`src/rtl/alu_seq_pkg.sv`:
```
// Shared types and helpers for the multi-byte ALU sequencer and its byte-wide ALU.
package alu_seq_pkg;

  typedef enum logic [2:0] {
    OpAdd = 3'd0,
    OpSub = 3'd1,
    OpAnd = 3'd2,
    OpOr  = 3'd3,
    OpXor = 3'd4,
    OpShl = 3'd5,
    OpShr = 3'd6,
    OpNot = 3'd7
  } op_t;

  typedef enum logic [1:0] {
    StIdle = 2'd0,
    StRun  = 2'd1,
    StDone = 2'd2
  } state_t;

  localparam logic [2:0] AluNop = 3'b000;

  // Carry fed to the first byte; SUB forms two's complement with a forced carry-in.
  function automatic logic first_carry(input op_t op, input logic ci);
    logic c;
    case (op)
      OpAdd, OpShl, OpShr: c = ci;
      OpSub:               c = 1'b1;
      default:             c = 1'b0;
    endcase
    first_carry = c;
  endfunction

  function automatic logic is_logic_op(input op_t op);
    is_logic_op = (op == OpAnd) || (op == OpOr) || (op == OpXor) || (op == OpNot);
  endfunction

endpackage

```
`src/rtl/alu_seq_map.sv`:
```
// Maps a multi-byte operation and the current byte index onto one 8-bit ALU command.
module alu_seq_map
  import alu_seq_pkg::*;
#(
  parameter int unsigned NBYTES = 2,
  parameter int unsigned IdxW   = (NBYTES > 1) ? $clog2(NBYTES) : 1
) (
  input  logic                  run_i,
  input  op_t                   op_i,
  input  logic [IdxW-1:0]       idx_i,
  input  logic                  carry_i,
  input  logic [8*NBYTES-1:0]   a_i,
  input  logic [8*NBYTES-1:0]   b_i,
  output logic [2:0]            cmd_o,
  output logic [7:0]            in_a_o,
  output logic [7:0]            in_b_o,
  output logic                  sc_in_o
);

  logic [7:0] a_byte;
  logic [7:0] b_byte;

  always_comb begin
    a_byte = '0;
    b_byte = '0;
    for (int k = 0; k < NBYTES; k++) begin
      if (idx_i == IdxW'(k)) begin
        a_byte = a_i[8*k +: 8];
        b_byte = b_i[8*k +: 8];
      end
    end
  end

  always_comb begin
    cmd_o   = AluNop;
    in_a_o  = '0;
    in_b_o  = '0;
    sc_in_o = 1'b0;
    if (run_i) begin
      in_a_o = a_byte;
      case (op_i)
        OpAdd: begin
          cmd_o   = OpAdd;
          in_b_o  = b_byte;
          sc_in_o = carry_i;
        end
        OpSub: begin
          cmd_o   = OpAdd;
          in_b_o  = ~b_byte;
          sc_in_o = carry_i;
        end
        OpAnd, OpOr, OpXor: begin
          cmd_o  = op_i;
          in_b_o = b_byte;
        end
        // NOT is realised as XOR with all-ones; the ALU NOT code is never issued.
        OpNot: begin
          cmd_o  = OpXor;
          in_b_o = 8'hFF;
        end
        OpShl, OpShr: begin
          cmd_o   = op_i;
          sc_in_o = carry_i;
        end
        default: cmd_o = AluNop;
      endcase
    end
  end

endmodule

```
`src/rtl/alu_byte_seq.sv`:
```
// Multi-byte ALU initiator: runs one NBYTES-wide operation through the shared 8-bit ALU
// a byte per cycle and returns the gathered result with carry, zero and parity.
module alu_byte_seq
  import alu_seq_pkg::*;
#(
  parameter int unsigned NBYTES = 2
) (
  input  logic                  clk,
  input  logic                  reset,
  input  logic                  req_valid,
  output logic                  req_ready,
  input  logic [2:0]            req_op,
  input  logic [8*NBYTES-1:0]   req_a,
  input  logic [8*NBYTES-1:0]   req_b,
  input  logic                  req_ci,
  output logic                  rsp_valid,
  input  logic                  rsp_ready,
  output logic [8*NBYTES-1:0]   rsp_rslt,
  output logic                  rsp_co,
  output logic                  rsp_zero,
  output logic                  rsp_pari,
  output logic [2:0]            alu_cmd,
  output logic [7:0]            alu_inA,
  output logic [7:0]            alu_inB,
  output logic                  alu_sc_i,
  input  logic [7:0]            alu_rslt,
  input  logic                  alu_sc_o
);

  localparam int unsigned W    = 8 * NBYTES;
  localparam int unsigned IdxW = (NBYTES > 1) ? $clog2(NBYTES) : 1;
  localparam logic [IdxW-1:0] IdxLast = IdxW'(NBYTES - 1);

  state_t          state_q, state_d;
  op_t             op_q, op_d;
  logic [W-1:0]    a_q, a_d;
  logic [W-1:0]    b_q, b_d;
  logic [IdxW-1:0] idx_q, idx_d;
  logic            carry_q, carry_d;
  logic [W-1:0]    result_q, result_d;

  logic is_shr;
  logic last_byte;

  assign is_shr    = (op_q == OpShr);
  assign last_byte = is_shr ? (idx_q == '0) : (idx_q == IdxLast);

  always_comb begin
    state_d  = state_q;
    op_d     = op_q;
    a_d      = a_q;
    b_d      = b_q;
    idx_d    = idx_q;
    carry_d  = carry_q;
    result_d = result_q;
    case (state_q)
      StIdle: begin
        if (req_valid) begin
          op_d    = op_t'(req_op);
          a_d     = req_a;
          b_d     = req_b;
          carry_d = first_carry(op_t'(req_op), req_ci);
          idx_d   = (op_t'(req_op) == OpShr) ? IdxLast : '0;
          state_d = StRun;
        end
      end
      StRun: begin
        for (int k = 0; k < NBYTES; k++) begin
          if (idx_q == IdxW'(k)) result_d[8*k +: 8] = alu_rslt;
        end
        carry_d = is_logic_op(op_q) ? 1'b0 : alu_sc_o;
        if (last_byte) begin
          state_d = StDone;
        end else begin
          idx_d = is_shr ? idx_q - IdxW'(1) : idx_q + IdxW'(1);
        end
      end
      StDone: begin
        if (rsp_ready) state_d = StIdle;
      end
      default: state_d = StIdle;
    endcase
  end

  always_ff @(posedge clk) begin
    if (reset) begin
      state_q  <= StIdle;
      op_q     <= OpAdd;
      a_q      <= '0;
      b_q      <= '0;
      idx_q    <= '0;
      carry_q  <= 1'b0;
      result_q <= '0;
    end else begin
      state_q  <= state_d;
      op_q     <= op_d;
      a_q      <= a_d;
      b_q      <= b_d;
      idx_q    <= idx_d;
      carry_q  <= carry_d;
      result_q <= result_d;
    end
  end

  alu_seq_map #(
    .NBYTES (NBYTES),
    .IdxW   (IdxW)
  ) u_map (
    .run_i   (state_q == StRun),
    .op_i    (op_q),
    .idx_i   (idx_q),
    .carry_i (carry_q),
    .a_i     (a_q),
    .b_i     (b_q),
    .cmd_o   (alu_cmd),
    .in_a_o  (alu_inA),
    .in_b_o  (alu_inB),
    .sc_in_o (alu_sc_i)
  );

  assign req_ready = (state_q == StIdle);
  assign rsp_valid = (state_q == StDone);
  assign rsp_rslt  = result_q;
  assign rsp_co    = carry_q;
  assign rsp_zero  = (result_q == '0);
  assign rsp_pari  = ^result_q;

endmodule

```
`config.mk`:
```
export PLATFORM = sky130hd
export DESIGN_NAME = alu_byte_seq
export DESIGN_NICKNAME = d
export VERILOG_FILES = /design/src/rtl/alu_seq_pkg.sv /design/src/rtl/alu_seq_map.sv /design/src/rtl/alu_byte_seq.sv
export SDC_FILE = /design/constraint.sdc
export NUM_CORES = 1
export LEC_CHECK = 0
export ABC_AREA = 0
export BUFFER_PORTS_ARGS = -buffer_cell sky130_fd_sc_hd__buf_2
export CAP_MARGIN = 20
export CORE_MARGIN = 2
export CORE_UTILIZATION = 45
export DETAILED_ROUTE_END_ITERATION = 6
export GPL_ROUTABILITY_DRIVEN = 0
export PLACE_DENSITY = 0.77
export SYNTH_ARGS = -nofsm -noshare
export SYNTH_HDL_FRONTEND = slang
export SYNTH_SLANG_ARGS = --single-unit
export TNS_END_PERCENT = 10
```
`constraint.sdc`:
```
create_clock -name clk -period 1.32 [get_ports clk]
set_input_delay 0.066 -clock clk [delete_from_list [all_inputs] [get_ports clk]]
set_output_delay 0.066 -clock clk [all_outputs]
set_load 0.005 [all_outputs]
```
==> results.yml, run 1 <==
run_status:
  status: "finished, violations left"
  violations: "setup timing"
final_layout:
  fillers: 449
  finalInstanceArea_mm2: 0.00404
  drive_gt1_share_pct: 34.7
  fin_cells: 573
  nets: 554
  area_growth_pct: 50.7
  insertedDiodeCount: 0
  final_util_pct: 69.0
logic_synthesis:
  yosys_warnings: 0
  async_flop_share_pct: 0
  synth_top_area_share_pct: 41.1
  ys_types: 34
  yosysSeqAreaShare_pct: 41.1
  synth_top_area_cell: "dfxtp_1"
  synth-simple-area-share_pct: 23.8
  synth_fp_nets: 403
  synth_top_family_by_area: "simple AND/OR/NAND/NOR gates"
  synth.cell_area_mm2: 0.00268
  synthAdderAreaFrac_pct: 3.74
  synthFlopType: "dfxtp_1"
  avgSynthCellArea_um2: 7.74
  synthMuxAreaShare_pct: 4.07
  ys_top_cells_by_area: "dfxtp_1, nand2_1, a21oi_1, ha_1, xnor2_1"
  synth_compound_area_share_pct: 17.7
  synthCells: 346
  synth-edff-count: 0
  yosys.area_share.xor_xnor_pct: 3.60
  ys_ff_latch: 55
power:
  clock_power_share_pct: 24.7
  p_int_mw: 2.78
  swShare_pct: 28.9
  seqPwrFrac_pct: 47.4
  ir_drop_uv: 573
  power.total_mw: 3.91
  comb_power_share_pct: 27.8
  p_sw_mw: 1.13
  p_leak_nw: 1.78
  p_per_area_mw_per_mm2: 969
timing:
  fin_skew_ns: 0.0121
  finalMaxSlewViolations: 0
  worst_slack_ns: -0.739
  period_minus_slack_ns: 2.06
  slew_headroom_pct: 74.5
  finalHoldViolCount: 0
  rsz0062_at_grt: "yes"
  fin_setup_tns_ns: -9.52
  tightest_slew_ns: 0.382
  fmax_mhz: 486
  fin_crit_sh_pct: 156
  final-setup-viol-count: 38
worst_setup_path:
  cp-end-kind: "output pin"
  r2r-start: "idx_q$_SDFFE_PP0P_"
  path_class: "register to output pin"
  worstPathMaxFanout: 5
  rrSetupSlack_ns: -0.06
  crit_path_cell_trace: "buf_4, mux2_4, or4b_1, a31oi_1, buf_2"
  start_kind: "register"
  slowest_stage: "or4b_1"
  startpoint: "idx_q$_SDFFE_PP0P_"
  cp.arrival_ns: 1.99
  cpPeakStageDelay_ns: 0.49
  ff2ff_path_depth: 6
  timing.rr.end: "rsp_rslt[8]$_SDFFE_PP0P_"
  crit_required_ns: 1.25
clock_tree:
  clk_latency_ns: 0.31
  clockBufferDepth: 2
  cts.clk_slew.worst_paths_ns: 0.09
  root_buffer: "clkbuf_8"
  cts_num_sinks: 55
  numCtsBuffers: 5
  htree_levels: 2
  cts_tree: "yes"
die:
  initial_utilization_pct: 45.8
  pin_count: 90
  die_w_um: 81.1
  die_y_um: 81.1
  die-area_mm2: 0.00658
  rows: 28
  core_mm2: 0.00585
grt:
  grt_max_degree: 33
  antenna_found_initial: 0
  track_usage_pct: 22.2
  first_global_vias: 2582
  grt_pass1_wl_mm: 11.4
  grt.overflow.total: 0
routing:
  finalWirelength_mm: 7.55
  wl_per_cell_um: 13.2
  vias: 2889
  drt_iter0_drc: 228
  antenna_left: 0
  drcViolationCount: 0
  dr.pass1.iters: 4
  vias_per_cell: 5.04
hold_path:
  min_path_cells: 3
  hold_path_end: "b_q[8]$_SDFFE_PP0P_"
  hold_class: "primary input to register"
  hp-start: "req_b[8]"
placed_design:
  dp_cells: 524
  dpl-instance-area_mm2: 0.00344
  portBuffers: 89
  post-dp-hpwl_mm: 4.94
job:
  cap_violations: 0
## synth_stat cells (2+ instances only)
| master | instances |
|---|---|
| a21oi_1 | 56 |
| o21ai_0 | 8 |
| a31oi_1 | 8 |
| or4b_1 | 7 |
| nand2_1 | 107 |
| clkbuf_1 | 13 |
| a22o_1 | 8 |
| ha_1 | 8 |
| mux2_2 | 3 |
| mux2_4 | 5 |
| nand2b_1 | 2 |
| inv_1 | 19 |
| and3_1 | 3 |
| xnor2_1 | 9 |
| xor2_1 | 2 |
| buf_2 | 5 |
| dfxtp_1 | 55 |
| nor2_1 | 8 |
| nand4_1 | 2 |
| nor2b_1 | 4 |
## worst max-delay path, delay by kind of cell (launching register included)
| kind | cells | cell delay, ns |
|---|---|---|
| AND/OR/NAND/NOR | 1 | 0.49 |
| flip-flops | 1 | 0.37 |
| buffers and inverters | 2 | 0.30 |
| multiplexers | 1 | 0.29 |
| AO/OA/AOI/OAI | 1 | 0.25 |
## kinds of logic after synthesis
group	after synthesis
AND/OR/NAND/NOR	141
AO/OA/AOI/OAI	84
buffers and inverters	39
multiplexers	8
XOR/XNOR	11
flip-flops	55
adder cells (fa/ha/maj)	8
## worst max path at each step
stage | end | depth (start not counted)
after floorplan | alu_inB[2] | 4
after global placement | alu_inB[0] | 4
after detailed placement | alu_inB[0] | 4
after CTS | alu_inB[0] | 4
after global routing | alu_inB[2] | 5
final | alu_inB[2] | 5
## per-stage QoR
step	worst slack, ns	hold WS, ns
floorplan	-0.168	0.202
global placement	-0.321	0.306
detailed placement	-0.357	0.313
CTS	-0.621	0.00215
global route	-0.806	0.00678
finish	-0.739	0.00953
## metal layers
layer / vias up / part of all wire [%] / track usage [%]
met2: 83 / 50 / 36.9
met3: 10 / 4.4 / 3.67
met1: 1331 / 44 / 28.7
met5: - / 0 / 0
met4: 0 / 1.5 / 8.81
li1: 1465 / - / -
## power by group through the flow
stage          combinational [mW]  clock, mW  sequential [mW]
2_1_floorplan               0.533          0             1.87
3_3_place_gp                0.892          0             1.89
3_5_place_dp                0.918          0             1.90
4_1_cts                      1.03      0.996             1.86
5_1_grt                      1.20       1.07             1.87
6_report                     1.09      0.968             1.86
## registers in the layout, summed over array words and instances (netlist names)
| signal | cells |
|---|---|
| a_q | 16 |
| rsp_co | 1 |
| op_q | 3 |
| b_q | 16 |
| state_q | 2 |
| idx_q | 1 |
| rsp_rslt | 16 |
## cell usage in the layout (no fill, tap or decap), types with 2 or more instances in the layout
master	n
nor2b_2	2
buf_2	89
nand2_1	104
dfxtp_1	47
o21ai_0	8
inv_1	18
a22o_1	8
buf_6	2
or4b_1	6
buf_12	4
nand2b_1	2
nor2b_1	2
a31oi_1	8
nand2_2	3
and3_1	3
mux2_2	3
a21oi_1	48
xnor2_2	2
dlygate4sd3_1	37
nand4_1	2
dfxtp_2	5
ha_1	8
a21oi_2	8
nor2_1	6
xnor2_1	7
nor2_2	2
clkbuf_8	6
mux2_4	5
dfxtp_4	3
buf_4	32
## what timing repair did
| action | 4_1_cts | 5_1_grt |
|---|---|---|
| endpoints found under the setup margin | 31 | 74 |
| hold buffers | 35 | 2 |
| hold endpoints to repair | 39 | 2 |
| buffers inserted | 1 | 3 |
| gates resized for setup | 11 | 24 |
| pin swaps | 4 | 2 |
## layout make-up
cell class,count,area [µm²],area share [%]
Tap cell,75,93.8,2.32
Clock buffer,7,86.3,2.14
Multi-Input combinational cell,252,1500,37.1
Timing Repair Buffer,164,1160,28.7
Sequential cell,55,1120,27.7
Inverter,19,71.3,1.77
Clock inverter,1,8.76,0.217
(Power assumes the default switching activity.)
==> run 2, diff against run 1 <==
CTS_CLUSTER_DIAMETER = 40   (was not set)
SKIP_LAST_GASP = 1   (was not set)
==> results.yml, run 2 (same netlist as run 1, synthesis figures left out) <==
final_layout:
  final_common_cell: "nand2_1"
  drive_gt1_share_pct: 29.3
  insertedDiodeCount: 0
  fin_cells: 573
  finalInstanceArea_mm2: 0.00395
  final_cell_mix: "nand2_1, buf_2, a21oi_1, dfxtp_1, dlygate4sd3_1"
  nets: 554
  area_growth_pct: 47.5
routing:
  drt_iter0_drc: 245
  dr.pass1.iters: 4
  wl_per_cell_um: 12.9
  finalWirelength_mm: 7.39
  vias_per_cell: 5.02
  drcViolationCount: 0
  antenna_left: 0
  vias: 2879
power:
  swShare_pct: 28.5
  seqPwrFrac_pct: 48.1
  p_int_mw: 2.76
  p_sw_mw: 1.10
  clock_power_share_pct: 24.9
  comb_power_share_pct: 26.9
  ir_drop_uv: 573
  p_per_area_mw_per_mm2: 976
  power.total_mw: 3.86
  p_leak_nw: 1.77
die:
  core_mm2: 0.00585
  initial_utilization_pct: 45.8
  die-area_mm2: 0.00658
  die_w_um: 81.1
  die_y_um: 81.1
  pin_count: 90
  rows: 28
timing:
  final-setup-viol-count: 44
  rsz0062_at_grt: "yes"
  fin_setup_tns_ns: -11.11
  period_minus_slack_ns: 2.02
  finalHoldViolCount: 0
  tightest_slew_ns: 0.477
  finalMaxSlewViolations: 0
  slew_headroom_pct: 68.1
  worst_slack_ns: -0.697
  fmax_mhz: 496
  fin_crit_sh_pct: 153
  fin_skew_ns: 0.0142
  whs_ns: 0.0115
run_status:
  violations: "setup timing"
  status: "finished, violations left"
job:
  cap_violations: 0
worst_setup_path:
  crit_path_cell_trace: "buf_6, mux2_4, or4b_4, a31oi_1, buf_2"
  cp.arrival_ns: 1.95
  crit_required_ns: 1.25
  path_class: "register to output pin"
  worstPathMaxFanout: 5
  slowest_stage: "or4b_4"
  start_kind: "register"
  cpPeakStageDelay_ns: 0.52
  cp-end-kind: "output pin"
placed_design:
  dpl-instance-area_mm2: 0.00344
  portBuffers: 89
  post-dp-hpwl_mm: 4.94
  dp_cells: 524
clock_tree:
  cts_tree: "yes"
  root_buffer: "clkbuf_8"
  clk_latency_ns: 0.31
  numCtsBuffers: 5
  htree_levels: 2
  cts_num_sinks: 55
  cts.clk_slew.worst_paths_ns: 0.09
  clockBufferDepth: 2
grt:
  track_usage_pct: 22.1
  grt_pass1_wl_mm: 11.4
  grt.overflow.total: 0
  first_global_vias: 2570
  grt_max_degree: 33
  antenna_found_initial: 0
hold_path:
  hold_class: "primary input to register"
run 2: routing by layer:
layer | vias up | global-route usage [%] | wire, µm
met5 | - | 0 | 0
met3 | 6 | 3.67 | 370
met1 | 1329 | 28.3 | 3250
met2 | 85 | 36.9 | 3700
li1 | 1459 | - | -
met4 | 0 | 8.81 | 80
run 2: power groups by stage:
stage / combinational (mW) / clock (mW) / sequential (mW)
final: 1.04 / 0.962 / 1.86
after global routing: 1.15 / 1.06 / 1.87
after CTS: 1.01 / 0.996 / 1.86
after detailed placement: 0.918 / 0 / 1.90
after global placement: 0.892 / 0 / 1.89
after floorplan: 0.533 / 0 / 1.87
run 2: final cells by class:
cell class / count / area [µm²]
tap: 75 / 93.8
clock buffer: 7 / 86.3
inverter: 19 / 71.3
clock inverter: 1 / 8.76
multi-input combinational: 252 / 1430
sequential: 55 / 1100
timing repair buffer: 164 / 1160
fill: 460 / 1900
run 2: final timing paths:
kind	from	endpoint	slack, ns	cells after the start
min reg2reg	a_q[7]$_SDFFE_PP0P_	a_q[7]$_SDFFE_PP0P_	0.46	2
min	req_a[13]	a_q[13]$_SDFFE_PP0P_	0.01	3
max	idx_q$_SDFFE_PP0P_	alu_inB[3]	-0.70	5
max reg2reg	idx_q$_SDFFE_PP0P_	rsp_rslt[1]$_SDFFE_PP0P_	-0.13	8
run 2: through the flow:
stage               util [%]  worst slack, ns
CTS                     66.6           -0.621
floorplan                  -           -0.168
global placement        58.8           -0.321
detailed placement      58.8           -0.357
finish                  67.5           -0.697
global route            67.5           -0.733
run 2: critical path: cells and delay by family, from the launching register on:
family / cells / cell delay (ns)
buffers and inverters: 2 / 0.25
and+or+nand+nor: 1 / 0.52
AOI/OAI and AO/OA: 1 / 0.19
muxes: 1 / 0.30
DFF: 1 / 0.39
run 2: repair_timing:
action | 4_1_cts | 5_1_grt
resized for setup | 1 | 5
endpoints found under the setup margin | 31 | 74
buffers inserted | 1 | 3
pin swaps | 0 | 3
endpoints found under the hold margin | 39 | 2
hold buffers | 35 | 2
==> run 3, diff against run 2 <==
HOLD_SLACK_MARGIN = 0.06   (was not set)
SETUP_SLACK_MARGIN = 0.2   (was not set)
==> results.yml, run 3 (same netlist as run 1, synthesis figures left out) <==
final_layout:
  drive_gt1_share_pct: 28.6
  fillers: 464
  final_cell_mix: "nand2_1, buf_2, a21oi_1, dfxtp_1, dlygate4sd3_1"
  insertedDiodeCount: 0
  fin_cells: 579
  nets: 561
  area_growth_pct: 50.0
  final_common_cell: "nand2_1"
worst_setup_path:
  crit_family: "simple AND/OR/NAND/NOR gates"
  critPathBufInv: 2
  worstPathMaxFanout: 6
  start_kind: "register"
  path_class: "register to output pin"
  crit_path_cell_trace: "buf_6, mux2_4, or4b_1, a31oi_1, buf_2"
  cp-end-kind: "output pin"
  slowest_stage: "or4b_1"
  ff2ff_path_depth: 4
  r2r-start: "state_q[0]$_SDFFE_PP0P_"
  cpPeakStageDelay_ns: 0.45
  crit_required_ns: 1.25
  rrSetupSlack_ns: -0.08
  timing.rr.end: "rsp_rslt[15]$_SDFFE_PP0P_"
  cp.arrival_ns: 1.90
power:
  power.total_mw: 4.00
  ir_drop_uv: 544
  p_per_area_mw_per_mm2: 996
  p_leak_nw: 1.79
die:
  initial_utilization_pct: 45.8
  rows: 28
  die_w_um: 81.1
  pin_count: 90
  die-area_mm2: 0.00658
  core_mm2: 0.00585
  die_y_um: 81.1
clock_tree:
  clockBufferDepth: 2
  cts_num_sinks: 55
  cts_tree: "yes"
  numCtsBuffers: 5
  clk_latency_ns: 0.30
  cts.clk_slew.worst_paths_ns: 0.10
  htree_levels: 2
  root_buffer: "clkbuf_8"
grt:
  grt_pass1_wl_mm: 12.3
  antenna_found_initial: 0
  first_global_vias: 2689
  grt_max_degree: 34
  grt.overflow.total: 0
  track_usage_pct: 24.1
timing:
  fmax_mhz: 508
  fin_crit_sh_pct: 149
  tightest_slew_ns: 0.416
  finalMaxSlewViolations: 0
  slew_headroom_pct: 72.2
  worst_slack_ns: -0.650
  finalHoldViolCount: 0
  fin_setup_tns_ns: -10.51
  final-setup-viol-count: 62
  rsz0062_at_grt: "yes"
  fin_skew_ns: 0.00614
  period_minus_slack_ns: 1.97
hold_path:
  hold_class: "primary input to register"
  hp-start: "reset"
  min_path_cells: 2
  hold_path_end: "state_q[0]$_SDFFE_PP0P_"
routing:
  finalWirelength_mm: 7.81
  wl_per_cell_um: 13.5
  antenna_left: 0
  dr.pass1.iters: 4
  vias_per_cell: 5.06
  vias: 2927
  drcViolationCount: 0
  drt_iter0_drc: 259
run_status:
  violations: "setup timing"
  status: "finished, violations left"
job:
  cap_violations: 0
placed_design:
  post-dp-hpwl_mm: 4.93
  portBuffers: 89
  dp_cells: 523
-- run 3: cell types whose count changed in the layout (fill, tap and decap cells not counted), sizes merged --
| cell | change |
|---|---|
| clkbuf | -1 |
| clkinv | -1 |
| bufinv | +1 |
| buf | -1 |
| dlygate4sd3 | +8 |
-- run 3: how the worst max path moves through the flow --
| stage | startpoint | to | slack [ns] | depth (start not counted) |
|---|---|---|---|---|
| after floorplan | idx_q$_SDFFE_PP0P_ | alu_inB[2] | -0.17 | 4 |
| after global routing | idx_q$_SDFFE_PP0P_ | alu_inB[2] | -0.70 | 5 |
| after global placement | idx_q$_SDFFE_PP0P_ | alu_inB[7] | -0.31 | 4 |
| after detailed placement | idx_q$_SDFFE_PP0P_ | alu_inB[0] | -0.34 | 4 |
| final | idx_q$_SDFFE_PP0P_ | alu_inB[2] | -0.65 | 5 |
| after CTS | idx_q$_SDFFE_PP0P_ | alu_inB[0] | -0.63 | 4 |
-- run 3: per-layer routing --
layer  vias to the layer above  GRT usage [%]  share of wire, %
met4                         0           6.10               1.0
li1                       1474              -                 -
met2                        97           44.0                51
met3                         8           3.78               5.9
met5                         -              0                 0
met1                      1348           29.5                42
-- run 3: cell type report --
| type | count | area, µm² | share of cell area (%) |
|---|---|---|---|
| clock inverter | 1 | 30.0 | 0.747 |
| clock buffer | 6 | 72.6 | 1.81 |
| inverter | 19 | 71.3 | 1.78 |
| timing repair buffer | 171 | 1220 | 30.3 |
| sequential | 55 | 1100 | 27.5 |
| tap | 75 | 93.8 | 2.34 |
| multi-input combinational | 252 | 1430 | 35.5 |
-- run 3: worst reg2reg max path, delay by kind of cell, from the launching register on --
family,cells,cell delay (ns)
AND/OR/NAND/NOR,3,0.84
flip-flops,1,0.37
AO/OA/AOI/OAI,1,0.07
-- run 3: through the flow --
step	cell area [µm²]	util, %	setup slack, ns	hold slack, ns
2_1_floorplan	2680	-	-0.168	0.202
3_3_place_gp	3420	58.5	-0.310	0.307
3_5_place_dp	3420	58.5	-0.341	0.313
4_1_cts	3980	68.0	-0.630	0.158
5_1_grt	4020	68.7	-0.697	0.172
6_report	4020	68.7	-0.650	0.163
-- run 3: what timing repair did --
item | in CTS | in global routing
pin swaps | 0 | 5
hold buffers | 45 | 0
setup buffers | 0 | 4
gates cloned | 0 | 0
resized for setup | 1 | 5
setup endpoints to repair | 78 | 79
endpoints found under the hold margin | 53 | 0
-- run 3: report_power, final --
part	leakage (nW)	switching, mW	total (mW)	internal, mW
logic	1.29	0.492	1.06	0.567
clock network	0.0513	0.530	1.09	0.557
registers	0.451	0.0858	1.86	1.77
total	1.79	1.11	4.00	2.89
